$ cat src/rtl/riscv_mtimer.sv
// ============================================================================
// riscv_mtimer
// ----------------------------------------------------------------------------
// Memory-mapped machine timer. Holds a 64-bit mtime counter advanced by a
// programmable prescaler, a 64-bit mtimecmp compare value, and raises the
// level interrupt t_intr_o while the timer is enabled and mtime >= mtimecmp.
//
// Register map (byte offsets, addr_i[1:0] ignored):
//   0x00 MTIME_LO     0x04 MTIME_HI
//   0x08 MTIMECMP_LO  0x0C MTIMECMP_HI
//   0x10 CTRL   bit0 EN, bits[8+PRESCALE_W-1:8] DIV, other bits read 0
//   0x14 STATUS bit0 raw compare (mtime >= mtimecmp), read-only
//   other offsets read 0, writes ignored
//
// Ports:
//   clk_i     clock
//   rst_i     synchronous active-high reset
//   req_i     bus access request, one cycle per access
//   we_i      1 = write, 0 = read (qualified by req_i)
//   addr_i    byte address
//   wdata_i   write data (full-word writes)
//   rdata_o   registered read data (0 after a write beat)
//   rvalid_o  high one cycle after every req_i
//   t_intr_o  timer interrupt level
//
// Optional feature (macro RISCV_MTIMER_HI_LATCH_EN):
//   A read of MTIME_LO snapshots mtime[63:32] into a shadow register and
//   MTIME_HI reads return that shadow, making a lo-then-hi read pair coherent
//   across a carry. Without the macro MTIME_HI reads return live mtime[63:32].
// ============================================================================
module riscv_mtimer #(
   parameter int DW         = 32,
   parameter int ADDRW      = 12,
   parameter int PRESCALE_W = 8
) (
   input  logic             clk_i,
   input  logic             rst_i,
   input  logic             req_i,
   input  logic             we_i,
   input  logic [ADDRW-1:0] addr_i,
   input  logic [DW-1:0]    wdata_i,
   output logic [DW-1:0]    rdata_o,
   output logic             rvalid_o,
   output logic             t_intr_o
);

   localparam int WIDX_W = ADDRW - 2;

   localparam logic [WIDX_W-1:0] IDX_MTIME_LO = WIDX_W'(0);
   localparam logic [WIDX_W-1:0] IDX_MTIME_HI = WIDX_W'(1);
   localparam logic [WIDX_W-1:0] IDX_CMP_LO   = WIDX_W'(2);
   localparam logic [WIDX_W-1:0] IDX_CMP_HI   = WIDX_W'(3);
   localparam logic [WIDX_W-1:0] IDX_CTRL     = WIDX_W'(4);
   localparam logic [WIDX_W-1:0] IDX_STATUS   = WIDX_W'(5);

   // Architectural state
   logic [63:0]           mtime;
   logic [63:0]           mtimecmp;
   logic                  en;
   logic [PRESCALE_W-1:0] div;
   logic [PRESCALE_W-1:0] pcnt;

   // Decode
   logic [WIDX_W-1:0] widx;
   logic              bus_wr;
   logic              bus_rd;
   logic              wr_mtime_lo;
   logic              wr_mtime_hi;
   logic              wr_cmp_lo;
   logic              wr_cmp_hi;
   logic              wr_ctrl;
   logic              unused_addr_lsb;

   assign widx            = addr_i[ADDRW-1:2];
   assign unused_addr_lsb = ^addr_i[1:0];
   assign bus_wr          = req_i & we_i;
   assign bus_rd          = req_i & ~we_i;
   assign wr_mtime_lo     = bus_wr && (widx == IDX_MTIME_LO);
   assign wr_mtime_hi     = bus_wr && (widx == IDX_MTIME_HI);
   assign wr_cmp_lo       = bus_wr && (widx == IDX_CMP_LO);
   assign wr_cmp_hi       = bus_wr && (widx == IDX_CMP_HI);
   assign wr_ctrl         = bus_wr && (widx == IDX_CTRL);

   // Prescaler and counter next-state
   logic                  tick;
   logic [63:0]           mtime_inc;
   logic [63:0]           mtime_nxt;
   logic [PRESCALE_W-1:0] pcnt_nxt;
   logic                  cmp_hit;

   assign tick      = en && (pcnt == div);
   assign mtime_inc = mtime + 64'(tick);
   assign cmp_hit   = (mtime >= mtimecmp);

   // A write replaces only the addressed half; the other half keeps its
   // incremented value so a carry out of the low half is never lost.
   always_comb begin
      mtime_nxt = mtime_inc;
      if (wr_mtime_lo) mtime_nxt[31:0]  = wdata_i[31:0];
      if (wr_mtime_hi) mtime_nxt[63:32] = wdata_i[31:0];
   end

   always_comb begin
      if (wr_ctrl || !en || tick) pcnt_nxt = '0;
      else                        pcnt_nxt = pcnt + PRESCALE_W'(1);
   end

   // Read mux
   logic [DW-1:0] ctrl_rd;
   logic [31:0]   mtime_hi_rd;
   logic [DW-1:0] rd_val;

   always_comb begin
      ctrl_rd                  = '0;
      ctrl_rd[0]               = en;
      ctrl_rd[8 +: PRESCALE_W] = div;
   end

`ifdef RISCV_MTIMER_HI_LATCH_EN
   logic [31:0] mtime_hi_shadow;

   // Shadow captures the pre-edge high word on every MTIME_LO read.
   always_ff @(posedge clk_i) begin
      if (rst_i)
         mtime_hi_shadow <= '0;
      else if (bus_rd && (widx == IDX_MTIME_LO))
         mtime_hi_shadow <= mtime[63:32];
   end

   assign mtime_hi_rd = mtime_hi_shadow;
`else
   assign mtime_hi_rd = mtime[63:32];
`endif

   always_comb begin
      rd_val = '0;
      case (widx)
         IDX_MTIME_LO: rd_val = mtime[31:0];
         IDX_MTIME_HI: rd_val = mtime_hi_rd;
         IDX_CMP_LO:   rd_val = mtimecmp[31:0];
         IDX_CMP_HI:   rd_val = mtimecmp[63:32];
         IDX_CTRL:     rd_val = ctrl_rd;
         IDX_STATUS:   rd_val = DW'(cmp_hit);
         default:      rd_val = '0;
      endcase
   end

   // State update
   always_ff @(posedge clk_i) begin
      if (rst_i) begin
         mtime    <= '0;
         mtimecmp <= '1;
         en       <= 1'b0;
         div      <= '0;
         pcnt     <= '0;
         rdata_o  <= '0;
         rvalid_o <= 1'b0;
         t_intr_o <= 1'b0;
      end else begin
         mtime    <= mtime_nxt;
         pcnt     <= pcnt_nxt;
         rvalid_o <= req_i;
         // Compare uses register values, giving one cycle of latency.
         t_intr_o <= en && cmp_hit;

         if (wr_cmp_lo) mtimecmp[31:0]  <= wdata_i[31:0];
         if (wr_cmp_hi) mtimecmp[63:32] <= wdata_i[31:0];
         if (wr_ctrl) begin
            en  <= wdata_i[0];
            div <= wdata_i[8 +: PRESCALE_W];
         end

         if (bus_rd)      rdata_o <= rd_val;
         else if (bus_wr) rdata_o <= '0;
      end
   end

endmodule

$ cat config.mk
export PLATFORM = sky130hd
export DESIGN_NAME = riscv_mtimer
export DESIGN_NICKNAME = d
export VERILOG_FILES = /design/src/rtl/riscv_mtimer.sv
export SDC_FILE = /design/constraint.sdc
export NUM_CORES = 1
export LEC_CHECK = 0
export CAP_MARGIN = 20
export CORE_MARGIN = 1
export CORE_UTILIZATION = 26
export DETAILED_ROUTE_END_ITERATION = 8
export GPL_TIMING_DRIVEN = 0
export HOLD_SLACK_MARGIN = 0.08
export SYNTH_ARGS = -nofsm -noshare
export SYNTH_HDL_FRONTEND = slang
export SYNTH_SLANG_ARGS = --single-unit
$ cat constraint.sdc
create_clock -name clk_i -period 5.3 [get_ports clk_i]
set_input_delay 1.325 -clock clk_i [delete_from_list [all_inputs] [get_ports clk_i]]
set_output_delay 1.325 -clock clk_i [all_outputs]
set_load 0.01 [all_outputs]
# Yosys cells after proc, flatten, opt, wreduce, memory -nomap -nowiden
# Cells that the tools add are included.
totals:
  output_inout_bits: 34
  inputBits: 48
  reg_bits: 179
  elab_cells: 39
op_classes:
  n_reduce_logical: 13
  n_eq_ne: 6
  order_cmp: 1
  n_bitwise: 3
  addsub: 2
  muxes: 5
ops:
  columns: ["operator", "n"]
  rows:
  - ["one-hot mux 32 bit (6 select lines)", 1]
  - ["2-to-1 mux 32 bit", 4]
  - ["adder 64 x 1 -> 64 bit", 1]
  - [">= comparator 64 bit", 1]
  - ["== test 10 x 2 -> 1 bit, second input constant", 2]
  - ["== test 10 x 3 -> 1 bit, second input constant", 2]
  - ["== test 10 x 1 -> 1 bit, second input constant", 1]
  - ["logical NOT 10 bit", 1]
  - ["adder 8 x 1 -> 8 bit, second input constant", 1]
  - ["== test 8 bit", 1]
  - ["logical AND 1 bit", 7]
  - ["AND 1 bit", 2]
  - ["logical OR 1 bit", 2]
  - ["nonzero test 2 bit", 1]
  - ["OR reduction 2 bit", 1]
  - ["logical NOT 1 bit", 1]
  - ["NOT 1 bit", 1]

# Logic depth before layout (Yosys ltp)
depth:
  word_depth: 5
  depth_mapped: 13
  depth_no_buf: 12

# Least setup slack after synthesis
# No wires, ideal clock.
synth_path:
  path_kind: "input-to-reg"
  from: "input port addr_i[5]"
  to: "register mtime[41]"
  path_stages: 7
  path_slack_ns: 2.068
  required_ns: 5.183
  arrival_ns: 3.115
  n_path_buf: 2
  setup_time_ns: 0.117
  path_cell_list: "or4_4 -> nor4b_4 -> nand4_2 -> nor2b_1 -> clkbuf_1 -> clkbuf_1 -> a22o_1"
synth_between:
  elab_chain_len: 3
synth_lines:
  columns: ["item", "line_no", "source"]
  rows:
  - ["start, declared", "40", "input logic [ADDRW-1:0] addr_i,"]
  - ["== test 10 x 1 -> 1 bit", "79", "assign wr_mtime_hi = bus_wr && (widx == IDX_MTIME_HI);"]
  - ["logical AND 1 bit", "79", null]
  - ["2-to-1 mux 32 bit", "100", "if (wr_mtime_hi) mtime_nxt[63:32] = wdata_i[31:0];"]
  - ["end signal, assigned", "160", "mtime <= mtime_nxt;"]
  - ["end, declared", "57", "logic [63:0] mtime;"]
# No other way between the ends.
# A chain may end at the register's enable or synchronous reset.

# Final worst setup path
layout_path:
  from: "input port addr_i[5]"
  to: "register mtime[44]"
# The elaborated chain is that of the path after synthesis.

==> impl_metrics.csv <==
group,metric,value,unit
layout,ff_latch_area,3580,µm²
sta,max-slew-margin-rel,29.3,%
worst_setup_path,critical_path_end_type,"register",
worst_setup_path,most_numerous_cell_on_the_critical_path,"clkbuf_1",
hold_path,whs_path_depth,2,
worst_setup_path,worst_r2r_path_depth,13,
detailed_routing,detailedRoute.firstPassIterationCount,5,
layout,final_layout_size_suffix_gt1_share,6.64,%
placement,post-place-cells,1757,
hold_path,holdPathEnd,"rdata_o[20]$_SDFFE_PP0P_",
hold_path,hold_path_startpoint,"rdata_o[20]$_SDFFE_PP0P_",
global_route,grt_usage,17.2,%
sta,final_count_of_hold_timing_violations,0,
sta,rsz0062_at_grt,"false",
layout,nets,1382,
clock_tree,tritoncts.num_buffers,17,
clock_tree,cts.repair.resized,0,
yosys,synthArstFlopShare,0,%
placement,final_gp_congestion,0.903,
yosys,largest_family_of_logic_cells_by_synthesized_area,"simple AND/OR/NAND/NOR gates",
hold_path,holdCritPathClass,"register to register",
yosys,synth_simple_gate_area_share,21.4,%
yosys,synth-seq-area-share,35.8,%
floorplanning,placement_rows,71,
placement,dpl.hpwl,25200,µm
floorplanning,die_area,39300,µm²
clock_tree,clockBufferDepth,2,
sta,fmax,250,MHz
yosys,post_synth_num_cell_types,49,
sta,final.setup_skew,0.00980,ns
sta,setup-violations-final,0,
sta,whs,0.453,ns
global_route,antenna_violations_before_repair,3,
worst_setup_path,crit_chain,"clkdlybuf4s50_1, or4_4, nor4b_4, nand4_2, nor2b_1, clkbuf_1, clkbuf_1, a22o_1",
layout,fillerInstances,3954,
worst_setup_path,r2r_setup_slack,1.40,ns
detailed_routing,first_iter_violations,958,
floorplanning,fp.dieH,198,µm
layout,layout_common_cells,"dfxtp_1 (179), nor2_1 (138), nand2_1 (129)",
worst_setup_path,slowest_delay,0.56,ns
layout,multi_input_comb_area,5800,µm²
global_route,first_global_vias,8645,
placement,io_buffers,75,
layout,utilization,32.0,%
worst_setup_path,worstPathArrival,4.33,ns
detailed_routing,final_antenna_net_count,0,
detailed_routing,drc_errors,0,
clock_tree,post_cts_hold_buffer_count,0,
power,total_leakage_power,0.00525,µW
worst_setup_path,timing.critical_path.fanout_max,10,
yosys,synth_enable_flop_cells,0,
yosys,synth_compound_gate_area_share,13.8,%
clock_tree,postCtsSetupRepairBufs,0,
power,ir_worst_vdd,0.249,mV
yosys,synthAdderAreaFrac,8.37,%
clock_tree,cts_root_buffer,"clkbuf_16",
floorplanning,core_area,37800,µm²
yosys,number_of_nets_produced_by_synthesis,1286,
clock_tree,tritoncts,"done",
floorplanning,chipWidth,198,µm
status,run_status,"finished clean",
detailed_routing,route.detailed.wl_per_inst,18.6,µm
worst_setup_path,cp_launch_type,"input port",
yosys,post_synth_instance_area,10000,µm²
worst_setup_path,worstReg2RegStart,"pcnt[0]$_SDFF_PP0_",
detailed_routing,number_of_vias_per_cell,5.03,
yosys,yosysWarnings,0,
detailed_routing,dr_total_vias,9015,
worst_setup_path,timing.setup.critical_path_class,"input port to register",
worst_setup_path,timing.critical_path.required,5.63,ns
global_route,grt-ovfl-total,0,
yosys,xor_xnor_portion_of_the_synthesized_cell_area,6.12,%
layout,mostFrequentLayoutCell,"dfxtp_1",
power,power_density,242,nW/µm²
detailed_routing,drt-total-wl,33400,µm
clock_tree,cts_max_level,4,
yosys,syn-instance-count,1171,
run,max-cap-violations,0,
layout,post_layout_instance_count_excluding_filler_cells,1793,
sta,timing_max_transition_violations_final,0,
yosys,mux_share_of_post_synthesis_cell_area,8.18,%
worst_setup_path,cp_slowest_cell,"or4_4",
yosys,average_instance_area_after_synthesis,8.56,µm²
clock_tree,insertion_delay,0.44,ns
sta,min_period,4.00,ns
floorplanning,floorplan.initialDensity,26.5,%
global_route,grt_start_max_net_pins,17,
clock_tree,clkSinkCount,179,
floorplanning,ioPinCount,82,
sta,finalCritPeriodShare,75.5,%
yosys,ys_seq_elements,179,
sta,timing.setup.tns,0,ns
yosys,dominantRegCellSynth,"dfxtp_1",
global_route,first_pass_grt_wire_length,50600,µm
layout,synthToLayoutAreaGrowth,20.7,%
worst_setup_path,reg2reg_to,"mtime[56]$_SDFF_PP0_",
sta,tightestPinTransition,1.06,ns
clock_tree,clkSlewWorstSetupHoldPaths,0.07,ns
[logic make-up after synthesis]
family / count (synthesis)
compound gates: 198
xor+xnor: 70
fa+ha+maj: 67
buf+inv: 164
flops: 179
mux: 53
simple gates: 440
[power by group]
group          internal, µW  switching [µW]  total, µW
Sequential             1340           0.487       1350
Clock                   863             573       1440
Combinational          58.7            86.9        146
[worst max-delay path by stage]
stage	start	endpoint	slack, ns	depth (start not counted)
floorplan	addr_i[5]	mtime[41]$_SDFF_PP0_	2.07	7
detailed placement	addr_i[5]	pcnt[4]$_SDFF_PP0_	0.54	8
global route	pcnt[0]$_SDFF_PP0_	mtime[54]$_SDFF_PP0_	1.06	13
CTS	addr_i[5]	pcnt[2]$_SDFF_PP0_	0.98	8
finish	addr_i[5]	mtime[44]$_SDFF_PP0_	1.30	8
global placement	addr_i[5]	pcnt[5]$_SDFF_PP0_	0.61	8
[flip-flops by register name, summed over array words and instances (netlist names)]
signal,count
t_intr_o,1
div,8
rdata_o,32
pcnt,8
rvalid_o,1
en,1
mtimecmp,64
mtime,64
[layout make-up]
class                           count  share of cell area (%)
Clock inverter                     13                    1.70
Antenna cell                        2                  0.0414
Multi-Input combinational cell    828                    48.0
Buffer                             63                    2.14
Tap cell                          511                    5.29
Clock buffer                       19                    3.75
Inverter                          101                    3.14
Sequential cell                   179                    29.6
Timing Repair Buffer               77                    6.35
[routing by layer]
layer  part of all wire, %  track usage (%)
met1                    45             22.3
met2                    45             27.4
met3                   8.1             4.56
met4                   2.6             5.80
met5                     0                0
[cells in the mapped netlist (4+ instances only)]
master | instances | area [µm²]
nand2_1 | 129 | 484
and4_1 | 10 | 87.6
a211o_1 | 33 | 289
clkbuf_1 | 43 | 161
dfxtp_1 | 179 | 3580
nor2_1 | 138 | 518
a21oi_1 | 24 | 120
xnor2_1 | 39 | 342
nand3_1 | 33 | 165
mux2i_1 | 29 | 290
buf_1 | 4 | 15.0
ha_1 | 67 | 838
o21ai_0 | 46 | 230
nand2b_1 | 5 | 31.3
buf_2 | 15 | 75.1
a22o_1 | 17 | 149
nand4_1 | 28 | 175
a311oi_1 | 6 | 52.6
a211oi_1 | 53 | 398
a21o_1 | 8 | 60.1
nor4_1 | 9 | 56.3
inv_1 | 101 | 379
mux4_2 | 23 | 518
or3_1 | 7 | 43.8
and3_1 | 11 | 68.8
xor2_1 | 31 | 272
nand3b_1 | 32 | 240
o211ai_1 | 5 | 37.5
nor3_1 | 19 | 95.1
[critical path, delay by kind of cell]
family / cells / cell delay (ns)
buf+inv: 3 / 0.99
simple gates: 4 / 1.68
compound gates: 1 / 0.31
[through the flow]
stage / setup WS (ns) / power [µW] / area [µm²]
floorplan: 2.07 / 1440 / 10000
global placement: 0.608 / 1520 / 11400
detailed placement: 0.539 / 1520 / 11400
CTS: 0.981 / 2940 / 12100
global route: 1.06 / 3000 / 12100
finish: 1.30 / 2930 / 12100
Note: power is estimated with default switching activity, not from simulation.
